**src/rtl/bank_htu_lookup_arb.sv**
```systemverilog
// bank_htu_lookup_arb: round-robin arbiter feeding a one-entry issue stage
// that strobes one bank HTU set-status instance per lookup.
// Optional feature macro: BANK_HTU_LOOKUP_ARB_PERF_EN adds per-requester
// 16-bit saturating grant counters (gnt_cnt_o) with a clear input (cnt_clr_i).
module bank_htu_lookup_arb #(
    parameter int NUM_REQ = 4,
    parameter int NUM_SET = 8,
    localparam int IDW = $clog2(NUM_REQ),
    localparam int SW  = $clog2(NUM_SET)
) (
    input  logic                   clk_i,
    input  logic                   rst_i,
    input  logic [NUM_REQ-1:0]     req_vld_i,
    input  logic [32*NUM_REQ-1:0]  req_addr_i,
    output logic [NUM_REQ-1:0]     req_rdy_o,
    input  logic                   htu_rdy_i,
    input  logic                   flush_i,
    output logic [NUM_SET-1:0]     set_hit_o,
    output logic [21:0]            set_tag_o,
    output logic                   offset_o,
    output logic [IDW-1:0]         iss_id_o,
    output logic                   iss_fire_o
`ifdef BANK_HTU_LOOKUP_ARB_PERF_EN
    ,
    input  logic                   cnt_clr_i,
    output logic [16*NUM_REQ-1:0]  gnt_cnt_o
`endif
);

    logic            iss_vld_q, iss_vld_d;
    logic [31:6]     iss_addr_q, iss_addr_d;
    logic [IDW-1:0]  iss_id_q, iss_id_d;
    logic [IDW-1:0]  rr_ptr_q, rr_ptr_d;

    logic            accept;
    logic            fire;
    logic            found;
    logic [IDW-1:0]  winner;

    // Reset masks the handshakes so nothing is granted or issued while it is held.
    always_comb begin
        accept = ~rst_i & ~flush_i & (~iss_vld_q | htu_rdy_i);
        fire   = ~rst_i & iss_vld_q & htu_rdy_i & ~flush_i;
    end

    // Scan requesters upward from the round-robin pointer, wrapping at NUM_REQ.
    always_comb begin : p_arb
        int idx;
        idx    = 0;
        found  = 1'b0;
        winner = '0;
        for (int k = 0; k < NUM_REQ; k++) begin
            idx = int'(rr_ptr_q) + k;
            if (idx >= NUM_REQ) begin
                idx = idx - NUM_REQ;
            end
            if (!found && req_vld_i[idx]) begin
                found  = 1'b1;
                winner = IDW'(idx);
            end
        end
    end

    // Grant strobe, set strobe and the issued-entry fields seen by the status array.
    always_comb begin
        req_rdy_o  = '0;
        set_hit_o  = '0;
        if (accept && found) begin
            req_rdy_o = NUM_REQ'(1) << winner;
        end
        if (fire) begin
            set_hit_o = NUM_SET'(1) << iss_addr_q[6+SW:7];
        end
        iss_fire_o = fire;
        set_tag_o  = iss_addr_q[31:10];
        offset_o   = iss_addr_q[6];
        iss_id_o   = iss_id_q;
    end

    // Next state: a new grant replaces the entry that fires this cycle; flush only empties it.
    always_comb begin
        iss_vld_d  = iss_vld_q;
        iss_addr_d = iss_addr_q;
        iss_id_d   = iss_id_q;
        rr_ptr_d   = rr_ptr_q;
        if (flush_i) begin
            iss_vld_d = 1'b0;
        end else if (accept && found) begin
            iss_vld_d  = 1'b1;
            iss_addr_d = req_addr_i[32*winner+6 +: 26];
            iss_id_d   = winner;
            rr_ptr_d   = (int'(winner) == NUM_REQ-1) ? '0 : winner + 1'b1;
        end else if (fire) begin
            iss_vld_d = 1'b0;
        end
    end

    // Issue-stage and pointer registers; reset discards any pending entry.
    always_ff @(posedge clk_i) begin
        if (rst_i) begin
            iss_vld_q  <= 1'b0;
            iss_addr_q <= '0;
            iss_id_q   <= '0;
            rr_ptr_q   <= '0;
        end else begin
            iss_vld_q  <= iss_vld_d;
            iss_addr_q <= iss_addr_d;
            iss_id_q   <= iss_id_d;
            rr_ptr_q   <= rr_ptr_d;
        end
    end

`ifdef BANK_HTU_LOOKUP_ARB_PERF_EN
    logic [15:0] gnt_cnt_q [NUM_REQ];

    // Per-requester grant counters; clear beats a same-cycle increment and counts saturate.
    always_ff @(posedge clk_i) begin
        for (int i = 0; i < NUM_REQ; i++) begin
            if (rst_i || cnt_clr_i) begin
                gnt_cnt_q[i] <= '0;
            end else if (req_rdy_o[i] && gnt_cnt_q[i] != 16'hFFFF) begin
                gnt_cnt_q[i] <= gnt_cnt_q[i] + 16'd1;
            end
        end
    end

    // Flatten the counters, requester i at [16*i+:16].
    always_comb begin
        gnt_cnt_o = '0;
        for (int i = 0; i < NUM_REQ; i++) begin
            gnt_cnt_o[16*i +: 16] = gnt_cnt_q[i];
        end
    end
`endif

endmodule

```
**config.mk**
```make
export PLATFORM = sky130hd
export DESIGN_NAME = bank_htu_lookup_arb
export DESIGN_NICKNAME = d
export VERILOG_FILES = /design/src/rtl/bank_htu_lookup_arb.sv
export SDC_FILE = /design/constraint.sdc
export NUM_CORES = 1
export LEC_CHECK = 0
export CAP_MARGIN = 15
export CORE_UTILIZATION = 45
export CTS_CLUSTER_DIAMETER = 200
export CTS_CLUSTER_SIZE = 12
export DETAILED_ROUTE_END_ITERATION = 12
export DONT_BUFFER_PORTS = 1
export PLACE_DENSITY_LB_ADDON = 0.15
export SYNTH_ARGS = -nofsm -noshare
export SYNTH_HDL_FRONTEND = slang
export SYNTH_SLANG_ARGS = --single-unit
```
**constraint.sdc**
```tcl
create_clock -name clk_i -period 2.6 [get_ports clk_i]
set_clock_uncertainty 0.05 [all_clocks]
set_input_delay 0.13 -clock clk_i [delete_from_list [all_inputs] [get_ports clk_i]]
set_output_delay 0.13 -clock clk_i [all_outputs]
set_load 0.02 [all_outputs]
```
==> results of run 1 <==
worst max-delay path: cells and delay by family, from the launching register on:
kind | cells | cell delay, ps
flops | 1 | 490
simple gates | 2 | 1100
buf+inv | 1 | 290
compound gates | 3 | 310
cell type report:
| cell class | instances | area, um2 |
|---|---|---|
| Timing Repair Buffer | 13 | 115.1 |
| Inverter | 4 | 15.01 |
| Clock inverter | 2 | 35.03 |
| Clock buffer | 6 | 82.58 |
| Tap cell | 52 | 65.06 |
| Sequential cell | 31 | 620.6 |
| Multi-Input combinational cell | 190 | 1240 |
| Fill cell | 466 | 2301 |
sequential cells by signal, indices dropped and copies added (netlist names):
name,flops
iss_addr_q,26
iss_id_o,2
iss_vld_q,1
rr_ptr_q,2
power breakdown:
| group | switching (uW) | internal (uW) |
|---|---|---|
| clock | 184 | 310 |
| sequential | 56.4 | 507 |
| combinational | 129 | 105 |
| total | 370 | 923 |
metrics by stage:
stage	power, uW	setup WS [ps]	utilization (%)	hold WS, ps
detailed placement	796.3	278.5	45.05	154.0
global placement	796.1	334.7	45.05	151.7
CTS	1302	263.7	48.57	17.55
floorplan	795.1	784.3	-	249.7
global route	1358	149.6	48.57	22.47
finish	1292	276.8	48.57	26.81
layout by cell type, fill, tap and decap left out, types with 3 or more instances in the layout:
cell type,Yosys,final
a211oi_1,3,3
a21oi_1,6,6
a22oi_1,25,25
a31oi_1,26,26
buf_4,23,10
clkbuf_8,0,6
dfxtp_1,31,31
inv_1,4,4
mux2_1,18,18
mux2_2,7,7
nand2_1,34,34
nand2b_1,4,4
nand3_1,25,25
nor2_1,11,11
nor3_1,3,3
o21ai_0,6,6
repair_timing:
| action | 4_1_cts | 5_1_grt |
|---|---|---|
| setup buffers | 0 | 0 |
| hold buffers | 3 | 0 |
| hold endpoints to repair | 31 | 0 |
worst min path at each step:
stage	end	from	cells past startpoint
finish	iss_addr_q[22]$_SDFFE_PP0P_	req_addr_i[22]	2
CTS	iss_addr_q[23]$_SDFFE_PP0P_	req_addr_i[23]	2
detailed placement	iss_id_o[1]$_SDFFE_PP0P_	rst_i	1
global route	iss_addr_q[15]$_SDFFE_PP0P_	req_addr_i[15]	2
global placement	iss_id_o[1]$_SDFFE_PP0P_	rst_i	1
floorplan	iss_vld_q$_SDFFE_PP0P_	rst_i	2
cells by family after synthesis:
logic type / Yosys count
AOI/OAI and AO/OA: 71
adders and majority gates: 1
buffers and inverters: 46
DFF: 31
muxes: 26
and+or+nand+nor: 92
routing by layer:
layer,share of wire (%),up-vias,GRT usage [%]
met2,48,89,35.77
met1,43,857,26.16
met4,1.4,0,6.889
met5,0,-,0
met3,7.9,8,6.268
li1,-,915,-
==> metrics, run 1 <==
crit path launch=rr_ptr_q[0]$_SDFFE_PP0P_; Final Cycle Share=between 80% and 90%; most frequent cell after synthesis=nand2_1; num ports=174; TNS Setup=0 ps; CP Cell Sequence=and4b_1 > a211oi_1 > nor2_2 > buf_4 > a22oi_1 > a31oi_1; Rows=24; Critical-path top delay cell=nor2_2; Netlist cell types=36; synth top area cells=dfxtp_1, mux2_1, a22oi_1, buf_4, a31oi_1; grt ovf=0; Post-Place Cells=~290; largest net degree at the start of global routing=32; Placeable Area=roughly 4500 um2; number of DRC markers in iteration 0=between 90 and 100; antenna viol nets, final=0; Max-cap violations=0; global-route wire length before repair=around 8.4 mm; reg2reg path depth=6; maximum root-to-sink buffer count=2; initial core utilization=between 40% and 50%; Mapped Area=about 2200 um2; Synth Area in Adders=less than 1%; register area share after synthesis=between 20% and 30%; Simple-Gate Fraction of Synth Area=20.41%; reg2reg end=iss_addr_q[26]$_SDFFE_PP0P_; Post-synth top cells=nand2_1, dfxtp_1, a31oi_1; Post-route DRC=9; Final GP Congestion=0.7509; outcome=finished, violations left; placed inst area=a little over 2000 um2; Pleak=about 0.00071 uW; # diodes=0; peak supply drop=around 0.00033 V; crit path kind=flop to flop; gr usage total=between 20% and 30%; CTS Root Cell=clkbuf_8; Avg Synthesized Cell Area=8.060 um2; Syn-to-layout area delta=0.9882%; CTS tree=built; HPWL Detailed=a little under 4 mm; post-synthesis register bit count=31; Final Setup Violations=0; Clock Latency Late Sink=about 280 ps; Relative slew margins=24.05%; Fin. Hold Viols=0; total clock buffers created by CTS=5; FFs w/ async S/R, synth=0%; die area=slightly above 5000 um2; fin. max-slew vios=0; CP peak stage delay=870 ps; clk slew on worst S/H paths=70 ps; fin nets=382; Die H=a little over 70 um; H-tree depth=2; f_max=0.4304 GHz; failing checks=DRC; drt first pass iters=8; Post-synth EDFFs=0; Synth area leader=dfxtp_1; Final Cell Area=between 2000 and 2500 um2; Worst-Margin Slew=around 1100 ps; WP data required=about 2800 ps; vias in the first global route=between 1,500 and 2,000; top-area cell type share of the netlist area=about 29%; worst reg2reg startpoint=rr_ptr_q[0]$_SDFFE_PP0P_; detailed-route via count=~1,900; Non-Filler Instances=just under 300; drt total wl=~5.5 mm; CTS resizes=0; ys flop type=dfxtp_1; Synth Instances=between 200 and 300; Die X=71.16 um; power density over cell area=594.7 nW/um2; largest family of logic cells by synthesized area=compound AO/OA/AOI/OAI gates; vias per cell=roughly 6.3; fin crit period=2323 ps; multiplexer share of the synthesized area=13.55%; critical path peak fanout=21; RSZ-0062 raised after global routing=false; proportion of layout cells with a drive suffix above 1=between 10% and 20%; CP startpoint kind=flop; Syn Nets=between 400 and 500; Synth Warn #=0; element type at the critical path end=flop; drt wl/cell=approximately 18 um; FF-to-FF setup slack=about 280 ps; XOR/XNOR Fraction of Synth Area=0%; CP endpoint=iss_addr_q[26]$_SDFFE_PP0P_; Synth Area in Compound Gates=approximately 23%; number of I/O port buffers=0; crit path DAT=2480 ps; antenna violations before repair=0; class of the worst hold path=input pin to flop; Clock Sinks=31
(Power assumes the default switching activity.)
==> run 2, diff against run 1 <==
==> constraint.sdc (replaced) <==
create_clock -name clk_i -period 2.6 [get_ports clk_i]
set_clock_uncertainty 0.05 [all_clocks]
set_input_delay 0.78 -clock clk_i [delete_from_list [all_inputs] [get_ports clk_i]]
set_output_delay 0.78 -clock clk_i [all_outputs]
set_load 0.02 [all_outputs]
==> run 2 against run 1 <==
Effect of this change: the flow still finishes with violations (DRC); design area increased by 2.4%; fmax decreased by 8.3%; first-iteration DRC count decreased by 4.1%; utilization increased by 1.1 points; die area unchanged; clock power decreased by 24%; register-to-register slack improved by 350 ps; clock-buffer cell count unchanged; sequential share of layout area decreased by 0.55 points; worst hold slack improved by 400 ps; global-route usage increased by 0.63 points; critical endpoint is now req_rdy_o[3].
==> metrics, run 2 (synthesis gave the netlist of run 1 again) <==
outcome=finished, violations left (unchanged); failing checks=DRC (unchanged); clk slew on worst S/H paths=60 ps (was 70 ps); FF-to-FF setup slack=630 ps (was 280 ps); commonest non-fill, non-tap cell in the layout=nand2_1 (unchanged); number of DRC markers in iteration 0=94 (was 98); Post-route DRC=10 (was 9); Crit path max-delay family=simple AND/OR/NAND/NOR gates (unchanged); Die X=71.16 um (unchanged); f_max=0.3945 GHz (was 0.4304 GHz); CP Cell Sequence=nor2b_1 > a221o_1 > and2_4 > ha_4 > and2_4 (was and4b_1 > a211oi_1 > nor2_2 > buf_4 > a22oi_1 > a31oi_1); # diodes=0 (unchanged); drt total wl=5.651 mm (was 5.478 mm); Fin. Hold Viols=0 (unchanged); H-tree depth=2 (unchanged); reg2reg path depth=6 (unchanged); drt wl/cell=18.53 um (was 18.38 um); CTS Root Cell=clkbuf_8 (unchanged); most used cell, CP=and2_4; Max-cap violations=0 (unchanged); Placeable Area=4474 um2 (unchanged); fin. max-slew vios=0 (unchanged); CP peak stage delay=350 ps (was 870 ps); num ports=174 (unchanged); proportion of layout cells with a drive suffix above 1=19.37% (was 13.01%); crit path launch=req_vld_i[2] (was rr_ptr_q[0]$_SDFFE_PP0P_); grt ovf=0 (unchanged); Pleak=0.0007474 uW (was 0.0007082 uW); Final Cell Area=2225 um2 (was 2173 um2); reg2reg end=iss_addr_q[7]$_SDFFE_PP0P_ (was iss_addr_q[26]$_SDFFE_PP0P_); Syn-to-layout area delta=3.372% (was 0.9882%); largest net degree at the start of global routing=33 (was 32); fin nets=390 (was 382); RSZ-0062 raised after global routing=false (unchanged); Final Setup Violations=0 (unchanged); Largest Register=iss_addr_q (unchanged); crit path kind=input pin to output port (was flop to flop); power density over cell area=527.3 nW/um2 (was 594.7 nW/um2); total clock buffers created by CTS=5 (unchanged); CP startpoint kind=input pin (was flop); peak supply drop=0.0002703 V (was 0.0003291 V); sum of buffers and inverters on the critical path=0 (was 1); Clock Sinks=31 (unchanged); Final Cycle Share=97.49% (was 89.36%); die area=5063 um2 (unchanged); element type at the critical path end=output port (was flop); Largest register FFs=26 (unchanged); Final GP Congestion=0.7161 (was 0.7509); CTS tree=built (unchanged); worst reg2reg startpoint=rr_ptr_q[1]$_SDFFE_PP0P_ (was rr_ptr_q[0]$_SDFFE_PP0P_); Worst-Margin Slew=465.0 ps (was 1138 ps); antenna viol nets, final=0 (unchanged); fin crit period=2535 ps (was 2323 ps); global-route wire length before repair=8.700 mm (was 8.397 mm); Rows=24 (unchanged); number of I/O port buffers=0 (unchanged); vias per cell=6.236 (was 6.272); Clock Latency Late Sink=280 ps (about the same); Relative slew margins=68.81% (was 24.05%); detailed-route via count=1,902 (was 1,869); placed inst area=2132 um2 (was 2016 um2); critical path peak fanout=8 (was 21); hold-critical path depth=2 (unchanged); TNS Setup=0 ps (unchanged); class of the worst hold path=flop to flop (was input pin to flop); vias in the first global route=1,749 (was 1,698); initial core utilization=48.10% (unchanged); Critical-path top delay cell=a221o_1 (was nor2_2); antenna violations before repair=0 (unchanged); HPWL Detailed=4.115 mm (was 3.894 mm); commonest non-fill, non-tap cells in the layout=nand2_1, dfxtp_1, a31oi_1 (unchanged); Die H=71.16 um (unchanged); final core utilization=49.72% (was 48.57%); cell count along the critical path=5 (was 6); drt first pass iters=8 (unchanged); gr usage total=21.95% (was 21.32%); CP endpoint=req_rdy_o[3] (was iss_addr_q[26]$_SDFFE_PP0P_); WP data required=1770 ps (was 2760 ps); crit path DAT=1700 ps (was 2480 ps); maximum root-to-sink buffer count=2 (unchanged)
## run 2: layout make-up
cell class	count	area, um2
inverter	4	15.01
timing repair buffer	21	157.7
fill	461	2250
clock buffer	6	82.58
multi-input combinational	190	1276
sequential	31	623.1
tap	52	65.06
clock inverter	1	5.005
## run 2: worst register-to-register path, delay by kind of cell, from the launching register on
| family | cells | cell delay (ps) |
|---|---|---|
| simple gates | 2 | 510 |
| compound gates | 2 | 160 |
| mux | 1 | 380 |
| buf+inv | 1 | 370 |
| flops | 1 | 380 |
## run 2: per-layer routing
layer,share of wire [%],routed length [um],global-route usage [%]
met4,1.4,80,8.222
met5,0,0,0
met1,42,2366,27.13
met3,7.7,437,5.556
met2,49,2767,36.72
## run 2: metrics by stage
step / power, uW / worst slack, ps / hold WS [ps] / cells
6_report: 1173 / 65.21 / 426.7 / 305
2_1_floorplan: 805.8 / -128.9 / 396.7 / 267
3_3_place_gp: 805.5 / 37.66 / 407.6 / 298
3_5_place_dp: 806.7 / 24.48 / 420.1 / 298
4_1_cts: 1189 / 10.17 / 430.7 / 305
5_1_grt: 1242 / 10.64 / 454.5 / 305
## run 2: how the worst min path moves through the flow
| stage | to | slack (ps) | startpoint |
|---|---|---|---|
| 2_1_floorplan | iss_addr_q[10]$_SDFFE_PP0P_ | 400 | iss_addr_q[10]$_SDFFE_PP0P_ |
| 3_3_place_gp | iss_addr_q[9]$_SDFFE_PP0P_ | 410 | iss_addr_q[9]$_SDFFE_PP0P_ |
| 3_5_place_dp | iss_addr_q[9]$_SDFFE_PP0P_ | 420 | iss_addr_q[9]$_SDFFE_PP0P_ |
| 4_1_cts | iss_addr_q[9]$_SDFFE_PP0P_ | 430 | iss_addr_q[9]$_SDFFE_PP0P_ |
| 5_1_grt | iss_addr_q[9]$_SDFFE_PP0P_ | 450 | iss_addr_q[9]$_SDFFE_PP0P_ |
| 6_report | iss_addr_q[9]$_SDFFE_PP0P_ | 430 | iss_addr_q[9]$_SDFFE_PP0P_ |
## run 2: timing repair
item,CTS,global route
hold buffers,0,0
setup buffers,0,0
resized for setup,0,4
setup endpoints to repair,0,2
## run 2: power breakdown
group / leakage, uW / switching (uW) / internal [uW]
logic: 0.000446 / 124 / 105
registers: 0.000254 / 59.2 / 508
clock network: 0.0000470 / 170 / 207
total: 0.000747 / 353 / 820
==> run 3, diff against run 2 <==
PLACE_DENSITY = 0.68   (was default)
PLACE_DENSITY_LB_ADDON = default   (was 0.15)
==> run 3 against run 2 <==
Effect of this change: the flow still finishes with violations (DRC); die area did not move; routed wire length fell by 1.8%; design area rose by 0.45%; power fell by 0.27%; setup slack got worse by 46 ps; register-to-register slack barely moved; combinational power barely moved; critical path type unchanged; non-clock buffer count rose by 1; global-route usage fell by 0.22 points; via count rose by 0.84%; worst hold slack got worse by 7.9 ps; clock-buffer cell count did not move.
==> metrics, run 3 (synthesis gave the netlist of run 1 again) <==
reg2reg path depth=6 (unchanged); crit path kind=input pin to output port (unchanged); Multi-input gate area=1279 um2 (was 1276 um2); Pleak=0.0007522 uW (was 0.0007474 uW); # diodes=0 (unchanged); Non-Filler Instances=306 (was 305); antenna viol nets, final=0 (unchanged); hold-critical path depth=2 (unchanged); gr usage total=21.73% (was 21.95%); Logic pwr share=19.6% (was 19.5%); Die H=71.16 um (unchanged); Sw Ratio=29.82% (was 30.10%); Max-cap violations=0 (unchanged); maximum root-to-sink buffer count=2 (unchanged); Post-route DRC=9 (was 10); class of the worst hold path=flop to flop (unchanged); num ports=174 (unchanged); Filler Cell Count=449 (was 461); vias in the first global route=1,787 (was 1,749); Fin. Hold Viols=0 (unchanged); drt total wl=5.547 mm (was 5.651 mm); initial core utilization=48.10% (unchanged); internal power=821.0 uW (was 820.1 uW); fin crit period=2580 ps (was 2535 ps); Die X=71.16 um (unchanged); sequential cell area=623.1 um2 (unchanged); commonest non-fill, non-tap cell in the layout=nand2_1 (unchanged); fin nets=391 (was 390); CP peak stage delay=340 ps (was 350 ps); Final GP Congestion=0.7559 (was 0.7161); critical path peak fanout=8 (unchanged); Setup Buffers After CTS=0 (unchanged); HPWL Detailed=4.067 mm (was 4.115 mm); number of I/O port buffers=0 (unchanged); Relative slew margins=74.33% (was 68.81%); largest net degree at the start of global routing=33 (unchanged); proportion of layout cells with a drive suffix above 1=20.08% (was 19.37%); outcome=finished, violations left (unchanged); crit path DAT=1750 ps (was 1700 ps); CP Cell Sequence=nor2b_1 > a221o_1 > and2_2 > ha_4 > and2_4 (was nor2b_1 > a221o_1 > and2_4 > ha_4 > and2_4); clock share of power=31.9% (was 32.1%); Clock Latency Late Sink=270 ps (was 280 ps); fin. max-slew vios=0 (unchanged); Final Cycle Share=99.24% (was 97.49%); Placeable Area=4474 um2 (unchanged); sum of buffers and inverters on the critical path=0 (unchanged); power density over cell area=523.5 nW/um2 (was 527.3 nW/um2); detailed-route via count=1,918 (was 1,902); Syn-to-layout area delta=3.837% (was 3.372%); commonest non-fill, non-tap cells in the layout=nand2_1, dfxtp_1, a31oi_1 (unchanged); Critical-path top delay cell=a221o_1 (unchanged); Crit path max-delay family=simple AND/OR/NAND/NOR gates (unchanged); Sw Pwr=348.9 uW (was 353.1 uW); drt wl/cell=18.13 um (was 18.53 um); global-route wire length before repair=8.625 mm (was 8.700 mm); number of DRC markers in iteration 0=94 (unchanged); clk slew on worst S/H paths=60 ps (about the same); Largest Register=iss_addr_q (unchanged); Largest register FFs=26 (unchanged); TNS Setup=0 ps (unchanged); vias per cell=6.268 (was 6.236); WP data required=1770 ps (about the same); element type at the critical path end=output port (unchanged); Rows=24 (unchanged); CTS Root Cell=clkbuf_8 (unchanged); die area=5063 um2 (unchanged); failing checks=DRC (unchanged); CP startpoint kind=input pin (unchanged); grt ovf=0 (unchanged); total power=1170 uW (was 1173 uW); H-tree depth=2 (unchanged); f_max=0.3875 GHz (was 0.3945 GHz); Clock Sinks=31 (unchanged); Post-Place Cells=299 (was 298); peak supply drop=0.0002096 V (was 0.0002703 V); CTS tree=built (unchanged); Final Setup Violations=0 (unchanged); Worst-Margin Slew=384.6 ps (was 465.0 ps); drt first pass iters=8 (unchanged); total clock buffers created by CTS=5 (unchanged); antenna violations before repair=0 (unchanged); part of the power in registers=48.5% (was 48.4%); final core utilization=49.94% (was 49.72%); cell count along the critical path=5 (unchanged)
[run 3: changes by cell type in the layout (fill, tap and decap cells not counted), sizes merged]
cell / before / now
buf: 21 / 22
[run 3: final timing paths]
path / start / endpoint / slack, ps
setup reg to reg: rr_ptr_q[1]$_SDFFE_PP0P_ / iss_addr_q[27]$_SDFFE_PP0P_ / 630
hold / removal: iss_addr_q[9]$_SDFFE_PP0P_ / iss_addr_q[9]$_SDFFE_PP0P_ / 420
hold reg to reg: iss_addr_q[9]$_SDFFE_PP0P_ / iss_addr_q[9]$_SDFFE_PP0P_ / 420
setup / recovery: req_vld_i[2] / req_rdy_o[3] / 20
[run 3: final cells by class]
| class | instances | area share, % |
|---|---|---|
| tap | 52 | 2.912 |
| inverter | 4 | 0.6719 |
| timing repair buffer | 22 | 7.391 |
| multi-input combinational | 190 | 57.22 |
| sequential | 31 | 27.88 |
| clock buffer | 6 | 3.695 |
| clock inverter | 1 | 0.2240 |
[run 3: worst reg2reg max path, delay by kind of cell, from the launching register on]
family,cells,cell delay [ps]
flip-flops,1,380
AO/OA/AOI/OAI,2,160
multiplexers,1,390
buffers and inverters,1,370
AND/OR/NAND/NOR,2,510
[run 3: stage by stage]
| step | hold slack (ps) | cell area, um2 | setup slack (ps) |
|---|---|---|---|
| floorplan | 396.7 | 2203 | -128.9 |
| global placement | 403.2 | 2140 | 26.39 |
| detailed placement | 410.7 | 2140 | 25.35 |
| CTS | 420.4 | 2227 | 16.12 |
| global route | 464.8 | 2235 | -10.19 |
| finish | 418.8 | 2235 | 19.68 |
[run 3: power by group through the flow]
stage / sequential, uW / clock [uW] / combinational [uW]
CTS: 567 / 386 / 229
floorplan: 537 / 0 / 269
global route: 571 / 412 / 254
detailed placement: 577 / 0 / 229
global placement: 576 / 0 / 224
finish: 567 / 374 / 229
[run 3: metal layers]
| layer | GRT usage, % | routed length (um) |
|---|---|---|
| met1 | 27.17 | 2384 |
| met2 | 37.04 | 2683 |
| met3 | 5.413 | 419 |
| met4 | 6.000 | 59 |
| met5 | 0 | 0 |
[run 3: repair_timing]
item,in CTS,in global routing
hold buffers,0,0
gates resized for setup,0,4
setup endpoints to repair,0,2
